## config.mk

```make
export PLATFORM = sky130hd
export DESIGN_NAME = spm_seq_flat
export DESIGN_NICKNAME = d
export VERILOG_FILES = /design/src/rtl/spm_seq_if.sv /design/src/rtl/spm_seq.sv /design/src/flat_wrapper.sv
export SDC_FILE = /design/constraint.sdc
export NUM_CORES = 1
export LEC_CHECK = 0
export BUFFER_PORTS_ARGS = -buffer_cell sky130_fd_sc_hd__buf_2
export CELL_PAD_IN_SITES_DETAIL_PLACEMENT = 0
export CELL_PAD_IN_SITES_GLOBAL_PLACEMENT = 2
export CORE_AREA = 4 4 91 85
export DETAILED_ROUTE_END_ITERATION = 16
export DIE_AREA = 0 0 95 89
export GPL_TIMING_DRIVEN = 0
export PLACE_DENSITY = 0.58
export REMOVE_ABC_BUFFERS = 1
export SYNTH_ARGS = -nofsm -noshare
export SYNTH_HDL_FRONTEND = slang
export SYNTH_SLANG_ARGS = --single-unit
```

## constraint.sdc

```tcl
create_clock -name clk -period 2.92 [get_ports clk]
set_clock_uncertainty 0.05 [all_clocks]
set_input_delay 0.73 -clock clk [delete_from_list [all_inputs] [get_ports clk]]
set_output_delay 0.73 -clock clk [all_outputs]
set_load 0.01 [all_outputs]
```

## src/rtl/spm_seq_if.sv

```systemverilog
// spm_seq_if: host-side handshake bundle for the spm_seq sequencer.
//
// Signals:
//   in_valid  : operand pair valid (host -> sequencer)
//   in_ready  : sequencer can accept operands (sequencer -> host)
//   x_in      : N-bit signed multiplicand
//   y_in      : N-bit unsigned multiplier
//   out_valid : prod valid (sequencer -> host)
//   out_ready : host accepts prod
//   prod      : 2N-bit signed product
//
// Modports: master = host / register block side, slave = spm_seq side.
interface spm_seq_if #(
  parameter int N = 8
);
  logic           in_valid;
  logic           in_ready;
  logic [N-1:0]   x_in;
  logic [N-1:0]   y_in;
  logic           out_valid;
  logic           out_ready;
  logic [2*N-1:0] prod;

  modport master (
    output in_valid, x_in, y_in, out_ready,
    input  in_ready, out_valid, prod
  );

  modport slave (
    input  in_valid, x_in, y_in, out_ready,
    output in_ready, out_valid, prod
  );
endinterface

```

## src/rtl/spm_seq.sv

```systemverilog
// spm_seq: sequencer and host front end for one spm #(N) serial-parallel
// multiplier. Accepts an operand pair, clears the multiplier for one cycle,
// holds x on spm_x while streaming y LSB-first on spm_y, collects the serial
// product bits from spm_p into a 2N-bit result and returns it over a
// valid/ready handshake.
//
// Ports:
//   clk     : clock, rising edge
//   rst     : asynchronous active-high reset
//   host    : spm_seq_if.slave (in_valid/in_ready/x_in/y_in,
//             out_valid/out_ready/prod)
//   busy    : high while an operation is in progress (CLR, RUN, DONE)
//   spm_rst : clear for the attached spm (also high during rst)
//   spm_x   : parallel multiplicand to spm
//   spm_y   : serial multiplier bit to spm
//   spm_p   : serial product bit from spm
module spm_seq #(
  parameter int N     = 8,
  parameter int P_LAT = 1
) (
  input  logic         clk,
  input  logic         rst,
  spm_seq_if.slave     host,
  output logic         busy,
  output logic         spm_rst,
  output logic [N-1:0] spm_x,
  output logic         spm_y,
  input  logic         spm_p
);

  // Counter must reach 2N+P_LAT-1, the last RUN cycle.
  localparam int LAST = 2 * N + P_LAT - 1;
  localparam int CW   = $clog2(LAST + 2);

  typedef enum logic [1:0] {
    IDLE,
    CLR,
    RUN,
    DONE
  } state_t;

  state_t         state;
  state_t         state_nxt;
  logic [CW-1:0]  cnt;
  logic [N-1:0]   x_reg;
  logic [2*N-1:0] y_sh;
  logic [2*N-1:0] prod_sh;

  // State register.
  always_ff @(posedge clk or posedge rst) begin
    if (rst) begin
      state <= IDLE;
    end else begin
      state <= state_nxt;
    end
  end

  // Next-state and handshake/control outputs. spm_rst also follows rst so
  // the multiplier stays clear while this block is held in reset.
  always_comb begin
    state_nxt      = state;
    host.in_ready  = 1'b0;
    host.out_valid = 1'b0;
    busy           = 1'b1;
    spm_y          = 1'b0;
    spm_rst        = rst;
    case (state)
      IDLE: begin
        host.in_ready = 1'b1;
        busy          = 1'b0;
        if (host.in_valid) begin
          state_nxt = CLR;
        end
      end
      CLR: begin
        spm_rst   = 1'b1;
        state_nxt = RUN;
      end
      RUN: begin
        spm_y = y_sh[0];
        if (cnt == CW'(LAST)) begin
          state_nxt = DONE;
        end
      end
      DONE: begin
        host.out_valid = 1'b1;
        if (host.out_ready) begin
          state_nxt = IDLE;
        end
      end
      default: begin
        state_nxt = IDLE;
      end
    endcase
  end

  // Operand latch, y shifter, cycle counter and product collector.
  // y is zero-extended to 2N bits so the upper half of the stream feeds
  // zeros while the high product bits drain out of spm. Product capture is
  // delayed by P_LAT so bit k lands when spm presents it; after exactly 2N
  // captures, bit 0 of the product sits in prod_sh[0].
  always_ff @(posedge clk or posedge rst) begin
    if (rst) begin
      x_reg   <= '0;
      y_sh    <= '0;
      cnt     <= '0;
      prod_sh <= '0;
    end else begin
      case (state)
        IDLE: begin
          if (host.in_valid) begin
            x_reg <= host.x_in;
            y_sh  <= {{N{1'b0}}, host.y_in};
          end
        end
        CLR: begin
          cnt <= '0;
        end
        RUN: begin
          y_sh <= {1'b0, y_sh[2*N-1:1]};
          cnt  <= cnt + CW'(1);
          if (cnt >= CW'(P_LAT)) begin
            prod_sh <= {spm_p, prod_sh[2*N-1:1]};
          end
        end
        default: begin
        end
      endcase
    end
  end

  assign spm_x     = x_reg;
  assign host.prod = prod_sh;

endmodule

```

## src/flat_wrapper.sv

```systemverilog
// flat-port wrapper written by rule: the top's interface ports become plain ports
module spm_seq_flat 
#(
  parameter int N     = 8,
  parameter int P_LAT = 1
)
  (clk, rst, busy, spm_rst, spm_x, spm_y, spm_p, host_in_valid, host_x_in, host_y_in, host_out_ready, host_in_ready, host_out_valid, host_prod);
  spm_seq_if #(.N(N)) host_i ();
  input  logic clk;
  input  logic rst;
  output logic busy;
  output logic spm_rst;
  output logic [N-1:0] spm_x;
  output logic spm_y;
  input  logic spm_p;
  input wire logic [$bits(host_i.in_valid)-1:0] host_in_valid;
  input wire logic [$bits(host_i.x_in)-1:0] host_x_in;
  input wire logic [$bits(host_i.y_in)-1:0] host_y_in;
  input wire logic [$bits(host_i.out_ready)-1:0] host_out_ready;
  output wire logic [$bits(host_i.in_ready)-1:0] host_in_ready;
  output wire logic [$bits(host_i.out_valid)-1:0] host_out_valid;
  output wire logic [$bits(host_i.prod)-1:0] host_prod;
  assign host_i.in_valid = host_in_valid;
  assign host_i.x_in = host_x_in;
  assign host_i.y_in = host_y_in;
  assign host_i.out_ready = host_out_ready;
  assign host_in_ready = host_i.in_ready;
  assign host_out_valid = host_i.out_valid;
  assign host_prod = host_i.prod;
  spm_seq #(.N(N), .P_LAT(P_LAT)) u_core (.clk(clk), .rst(rst), .host(host_i), .busy(busy), .spm_rst(spm_rst), .spm_x(spm_x), .spm_y(spm_y), .spm_p(spm_p));
endmodule
```

==> results of run 1 <==
cell usage in the layout (no fill, tap or decap):
cell	instances
nand4bb_1	1
nand3_1	5
and2_1	1
o31ai_1	2
or4_4	1
ha_1	7
nor2b_1	3
bufinv_16	1
o31ai_4	1
buf_2	49
a31oi_1	2
inv_1	8
o221a_2	7
o21ai_0	4
o32a_1	1
clkinv_4	1
nand2_1	3
clkinv_2	1
a221oi_1	1
o2bb2ai_1	1
inv_2	1
clkbuf_8	5
dfrtp_1	39
o21ai_1	1
mux2i_1	1
mux2_2	25
nand2b_1	8
or2_2	1
path summary, 6_finish.rpt:
| check | startpoint | end | slack (ns) |
|---|---|---|---|
| setup / recovery | u_core.state[0] | spm_y | 0.55 |
| hold / removal | u_core.y_sh[7] | u_core.y_sh[7] | 0.44 |
| setup reg to reg | u_core.cnt[1] | u_core.host.prod[3] | 0.61 |
| hold reg to reg | u_core.y_sh[7] | u_core.y_sh[7] | 0.44 |
| max in group asynchronous | rst | u_core.spm_x[1] | 1.74 |
| min in group asynchronous | rst | u_core.state[1] | 0.56 |
registers in the layout, indices dropped and copies added, names as in the netlist:
signal and flops:
u_core.host.prod 16, u_core.y_sh 8, u_core.state 2, u_core.spm_x 8, u_core.cnt 5
logic make-up after synthesis:
family,after synthesis,share of synthesized area
DFF,39,0.5648
AOI/OAI and AO/OA,20,0.1043
buffers and inverters,12,0.03041
and+or+nand+nor,23,0.08110
muxes,26,0.1687
adders and majority gates,7,0.05069
per-stage QoR:
step,instance area [sq um],util,hold WS [ns],std cells
3_3_place_gp,2071,0.3036,0.4178,266
6_report,2183,0.3201,0.4432,274
5_1_grt,2183,0.3201,0.4641,274
3_5_place_dp,2071,0.3036,0.4321,266
2_1_floorplan,1709,-,0.4005,124
4_1_cts,2183,0.3201,0.4507,274
power by group through the flow:
stage	sequential [mW]	combinational [mW]	clock (mW)
floorplan	0.946	0.624	0
global placement	0.893	0.993	0
detailed placement	0.901	1.00	0
CTS	0.890	1.01	0.475
global route	0.916	1.11	0.494
finish	0.887	0.985	0.454
metal layers:
| metal | track usage | vias to the layer above |
|---|---|---|
| met4 | 0.03145 | 0 |
| li1 | - | 559 |
| met5 | 0 | - |
| met1 | 0.1162 | 553 |
| met3 | 0.03030 | 4 |
| met2 | 0.1402 | 42 |
worst reg2reg max path: cells and delay by family, from the launching register on:
| kind | cells | cell delay [ns] |
|---|---|---|
| adder cells (fa/ha/maj) | 1 | 0.18 |
| flip-flops | 1 | 0.40 |
| buffers and inverters | 1 | 0.09 |
| multiplexers | 1 | 0.42 |
| AO/OA/AOI/OAI | 1 | 0.65 |
| AND/OR/NAND/NOR | 1 | 0.42 |
final cells by class:
class	instances	share of cell area
inverter	9	0.01547
tap	93	0.05330
clock buffer	5	0.03152
multi-input combinational	76	0.3203
timing repair buffer	49	0.1123
clock inverter	3	0.02006
sequential	39	0.4470
==> results.json, run 1 <==
{
  "outcome": "completed",
  "drt-pass1-iter-count": 4,
  "cts_buffer_depth": 2,
  "cts_buffers": 5,
  "p_leak_nw": 1.053,
  "cts.clk_slew.worst_paths_ns": 0.08,
  "grt_pass1_vias": 1196,
  "placementRows": 29,
  "synth_cell_types": 24,
  "grt_use_total": 0.08956,
  "worst-path-max-fanout": 12,
  "dr.max_layer_used": "met4",
  "worstPathArrival_ns": 1.59,
  "p_comb_frac": 0.423,
  "drv_slew": 0,
  "drtIter0Drc": 35,
  "synth_seq_cells": 39,
  "areaGrowthSynthToFinish_pct": 26.36,
  "required_ns": 2.14,
  "start_kind": "register",
  "intPower_mw": 1.511,
  "routed_wl_microns": 3619,
  "routabilityCongestion": 0.7141,
  "yosys_warnings": 0,
  "finalHoldViolations": 0,
  "cts_tree": "done",
  "port_buffers": 49,
  "synth_area_leaders": "dfrtp_1, mux2_2, ha_1, o221a_2, nand2b_1",
  "core-area_sq_um": 6822,
  "critPathCaptureType": "output port",
  "synthCells": 127,
  "die-area_sq_um": 8455,
  "slowest_delay_ns": 0.46,
  "vias": 1158,
  "async_reset_ff_frac": 1.000,
  "avgViaCountPerCell": 4.226,
  "grt_antenna_before_repair": 0,
  "root_buffer": "clkbuf_8",
  "critPathTopFamily": "adder cells",
  "diodes": 0,
  "max-vdd-ir-drop_mv": 0.3091,
  "postCtsSetupBuffers": 0,
  "maxSlewHeadroom": 0.4418,
  "slowest_stage": "ha_1",
  "wl_met2_microns": 1567,
  "grt_overflow_total": 0,
  "fp.dieW_microns": 95,
  "critical_path_class": "register to output port",
  "min_delay_path_depth": 2,
  "p_per_area_nw_per_um2": 1065,
  "met3_length_microns": 283,
  "r2r_cells": 5,
  "cts-resized-gates": 0,
  "crit_chain": "inv_1 > ha_1 > and2_1 > buf_2",
  "netlist.area_leader.share": 0.5648,
  "dp_hpwl_microns": 2632,
  "syn-cell-area_sq_um": 1728,
  "cts_max_level": 2,
  "multi_input_area_sq_um": 699.4,
  "synth_commonest_cells": "dfrtp_1, mux2_2, inv_1",
  "finalCritPeriodShare": 0.8122,
  "min_path_type": "register to register",
  "max_freq_mhz": 421.7,
  "power_mw": 2.326,
  "pwr-share-clk": 0.195,
  "ios": 50,
  "synthFlopType": "dfrtp_1",
  "setup_ws_ns": 0.5485,
  "finalNetCount": 208,
  "grt_max_degree": 40,
  "place_ws_ns": 0.5901,
  "die_h_microns": 89,
  "drc": 0,
  "ant_nets": 0,
  "drive_gt1_frac": 0.5138,
  "rsz0062_at_grt": "no",
  "initial_core_util": 0.2533,
  "yosys.area.top_type": "dfrtp_1",
  "regArea_sq_um": 975.9,
  "switching_share": 0.3506,
  "routedWlPerCell_microns": 13.21,
  "grt_first_pass_wirelength_microns": 5782,
  "wl_met1_microns": 1734,
  "ys_seq_area_frac": 0.5648,
  "tns_ns": 0,
  "hold_buffers": 0,
  "seqPwrFrac": 0.382,
  "cp.buffers_inverters": 2,
  "nFillCells": 741,
  "tightestPinTransition_ns": 0.8361,
  "max_cap_violations": 0,
  "yosysMostFrequentCell": "dfrtp_1",
  "synth-edff-count": 0,
  "finalSetupViolations": 0,
  "power_switching_mw": 0.8157,
  "insertion_delay_ns": 0.29,
  "fin_crit_ns": 2.372,
  "cp.depth": 4,
  "clock_sinks": 39,
  "avgSynthCellArea_sq_um": 13.61
}
Power figures use the tool's default switching activity.
==> run 2: changes to the inputs <==
ABC_AREA = 1   (was unset)
CORE_AREA = 4 4 93 86   (was 4 4 91 85)
DIE_AREA = 0 0 97 90   (was 0 0 95 89)
PLACE_DENSITY = 0.69   (was 0.58)
clock period = 1.9 ns   (was 2.92 ns; I/O delays follow)
==> run 2 against run 1 <==
Combinational power up 66%. Critical endpoint is now spm_rst. Largest cell class unchanged. First-iteration DRC count grew 83%. Via count grew 31%. Total power grew 56%. Final cell count increased by 34%. Critical path type unchanged. Setup slack lost 0.49 ns. Critical path depth shrank 1.
==> results.json, run 2 <==
{
  "outcome": "completed",
  "port_buffers": 49,
  "fp.dieW_microns": 97,
  "cts_tree": "done",
  "max-vdd-ir-drop_mv": 0.5848,
  "cts_buffers": 5,
  "netlist.area_leader.share": 0.5420,
  "max_freq_mhz": 543.8,
  "vias": 1519,
  "min_path_type": "input pin to async pin",
  "cts_buffer_depth": 2,
  "synthFlopType": "dfrtp_1",
  "die_h_microns": 90,
  "routed_wl_microns": 4276,
  "areaGrowthSynthToFinish_pct": 29.33,
  "synth-edff-count": 0,
  "yosys_warnings": 0,
  "pwr-share-clk": 0.198,
  "intPower_mw": 2.124,
  "routabilityCongestion": 0.7083,
  "ys_seq_area_frac": 0.5420,
  "yosys.area.top_type": "dfrtp_1",
  "finalCritPeriodShare": 0.9679,
  "critical_path_class": "register to output port",
  "synth_cell_types": 19,
  "clock_sinks": 39,
  "power_switching_mw": 1.505,
  "insertion_delay_ns": 0.29,
  "layout_commonest_cell": "nand2_1",
  "tightestPinTransition_ns": 0.4550,
  "start_kind": "register",
  "root_buffer": "clkbuf_8",
  "seqPwrFrac": 0.350,
  "syn-cell-area_sq_um": 1800,
  "worst-path-max-fanout": 3,
  "switching_share": 0.4148,
  "ios": 50,
  "initial_core_util": 0.2571,
  "routedWlPerCell_microns": 11.65,
  "place_ws_ns": -0.6080,
  "diodes": 0,
  "finalHoldViolations": 0,
  "synth_commonest_cells": "nand2_1, dfrtp_1, nand3_1",
  "async_reset_ff_frac": 1.000,
  "worstPathArrival_ns": 1.31,
  "max_cap_violations": 0,
  "drv_slew": 0,
  "drt-pass1-iter-count": 4,
  "grt_max_degree": 22,
  "yosysMostFrequentCell": "nand2_1",
  "fin_cells": 367,
  "core-area_sq_um": 7003,
  "p_comb_frac": 0.452,
  "finalNetCount": 301,
  "synth_seq_cells": 39,
  "p_leak_nw": 1.317,
  "dp_hpwl_microns": 2939,
  "final_util": 0.3325,
  "synth_area_leaders": "dfrtp_1, nand2_1, nand3_1, ha_1, inv_1",
  "grt_use_total": 0.1061,
  "drive_gt1_frac": 0.2737,
  "largest_reg_flops": 16,
  "cts.clk_slew.worst_paths_ns": 0.08,
  "drc": 0,
  "grt_antenna_before_repair": 0,
  "rsz0062_at_grt": "yes",
  "required_ns": 1.37,
  "die-area_sq_um": 8730,
  "placementRows": 29,
  "dp.cells": 355,
  "drtIter0Drc": 64,
  "grt_first_pass_wirelength_microns": 7659,
  "critPathCaptureType": "output port",
  "avgViaCountPerCell": 4.139,
  "grt_pass1_vias": 1569,
  "grt_overflow_total": 0,
  "fin_crit_ns": 1.839,
  "timing.hold.ws_ns": 0.1454,
  "ant_nets": 0,
  "cts_max_level": 2,
  "maxSlewHeadroom": 0.6962,
  "p_per_area_nw_per_um2": 1559,
  "synthCells": 219,
  "setup_ws_ns": 0.06092,
  "final_cell_mix": "nand2_1, buf_2, dfrtp_1",
  "finalSetupViolations": 0,
  "avgSynthCellArea_sq_um": 8.221
}
-- run 2: changes by cell type in the layout (fill, tap and decap cells not counted), moves of 4 or more --
cell,previous run,this run
nand2_1,3,88
inv_1,8,17
o221a_2,7,0
mux2_2,25,0
nand3_1,5,23
nand2b_1,8,0
buf_4,0,4
nor2_1,0,10
o21ai_1,1,12
-- run 2: cells by family (layout without fill, tap and decap cells) --
| group | count (synthesis) | after routing | share of synthesized area |
|---|---|---|---|
| AO/OA/AOI/OAI | 19 | 19 | 0.05629 |
| flip-flops | 39 | 39 | 0.5420 |
| adder cells (fa/ha/maj) | 7 | 7 | 0.04864 |
| buffers and inverters | 28 | 83 | 0.06532 |
| AND/OR/NAND/NOR | 126 | 126 | 0.2877 |
-- run 2: area by class of cell --
type / count / area (sq um)
Timing Repair Buffer: 54 / 302.8
Inverter: 21 / 78.83
Clock buffer: 6 / 82.58
Fill cell: 764 / 4674
Sequential cell: 39 / 975.9
Multi-Input combinational cell: 152 / 737.0
Clock inverter: 2 / 35.03
Tap cell: 93 / 116.4
-- run 2: repair_timing --
item / CTS / global route
gates resized for setup: 4 / 3
pin swaps: 1 / 1
buffers inserted: 3 / 1
hold buffers: 0 / 0
setup endpoints to repair: 30 / 19
-- run 2: per-layer routing --
metal  track usage  wire (microns)
met5             0               0
met4       0.04561              82
met3       0.02245             123
met2        0.1655            1911
met1        0.1420            2157
-- run 2: critical path, stage by stage, from the launching register on --
cell and delay (ns):
dfrtp_1 0.41, ha_2 0.20, or2_2 0.28, buf_2 0.14
-- run 2: path summary, 6_finish.rpt --
check	start	end	slack, ns	cells past startpoint
worst max-delay path	u_core.state[0]	spm_rst	0.06	3
worst min-delay path	rst	u_core.host.prod[8]	0.15	2
worst max register to register	u_core.cnt[0]	u_core.host.prod[5]	0.20	6
worst min register to register	u_core.host.prod[0]	u_core.host.prod[0]	0.42	2
max in group asynchronous	rst	u_core.spm_x[0]	1.19	3
min in group clk	host_x_in[0]	u_core.spm_x[0]	0.33	3
-- run 2: power groups by stage --
stage | clock, mW | sequential (mW) | combinational [mW]
6_report | 0.718 | 1.27 | 1.64
3_5_place_dp | 0 | 1.29 | 1.54
2_1_floorplan | 0 | 1.35 | 0.938
4_1_cts | 0.746 | 1.27 | 1.66
5_1_grt | 0.788 | 1.32 | 1.88
3_3_place_gp | 0 | 1.30 | 1.52
-- run 2: metrics by stage --
step | total power, mW | setup TNS (ns) | cell area, sq um
finish | 3.629 | 0 | 2328
global route | 3.986 | -0.03042 | 2328
CTS | 3.680 | 0 | 2313
detailed placement | 2.826 | -7.245 | 2151
global placement | 2.816 | -17.07 | 2123
floorplan | 2.284 | -0.07658 | 1762
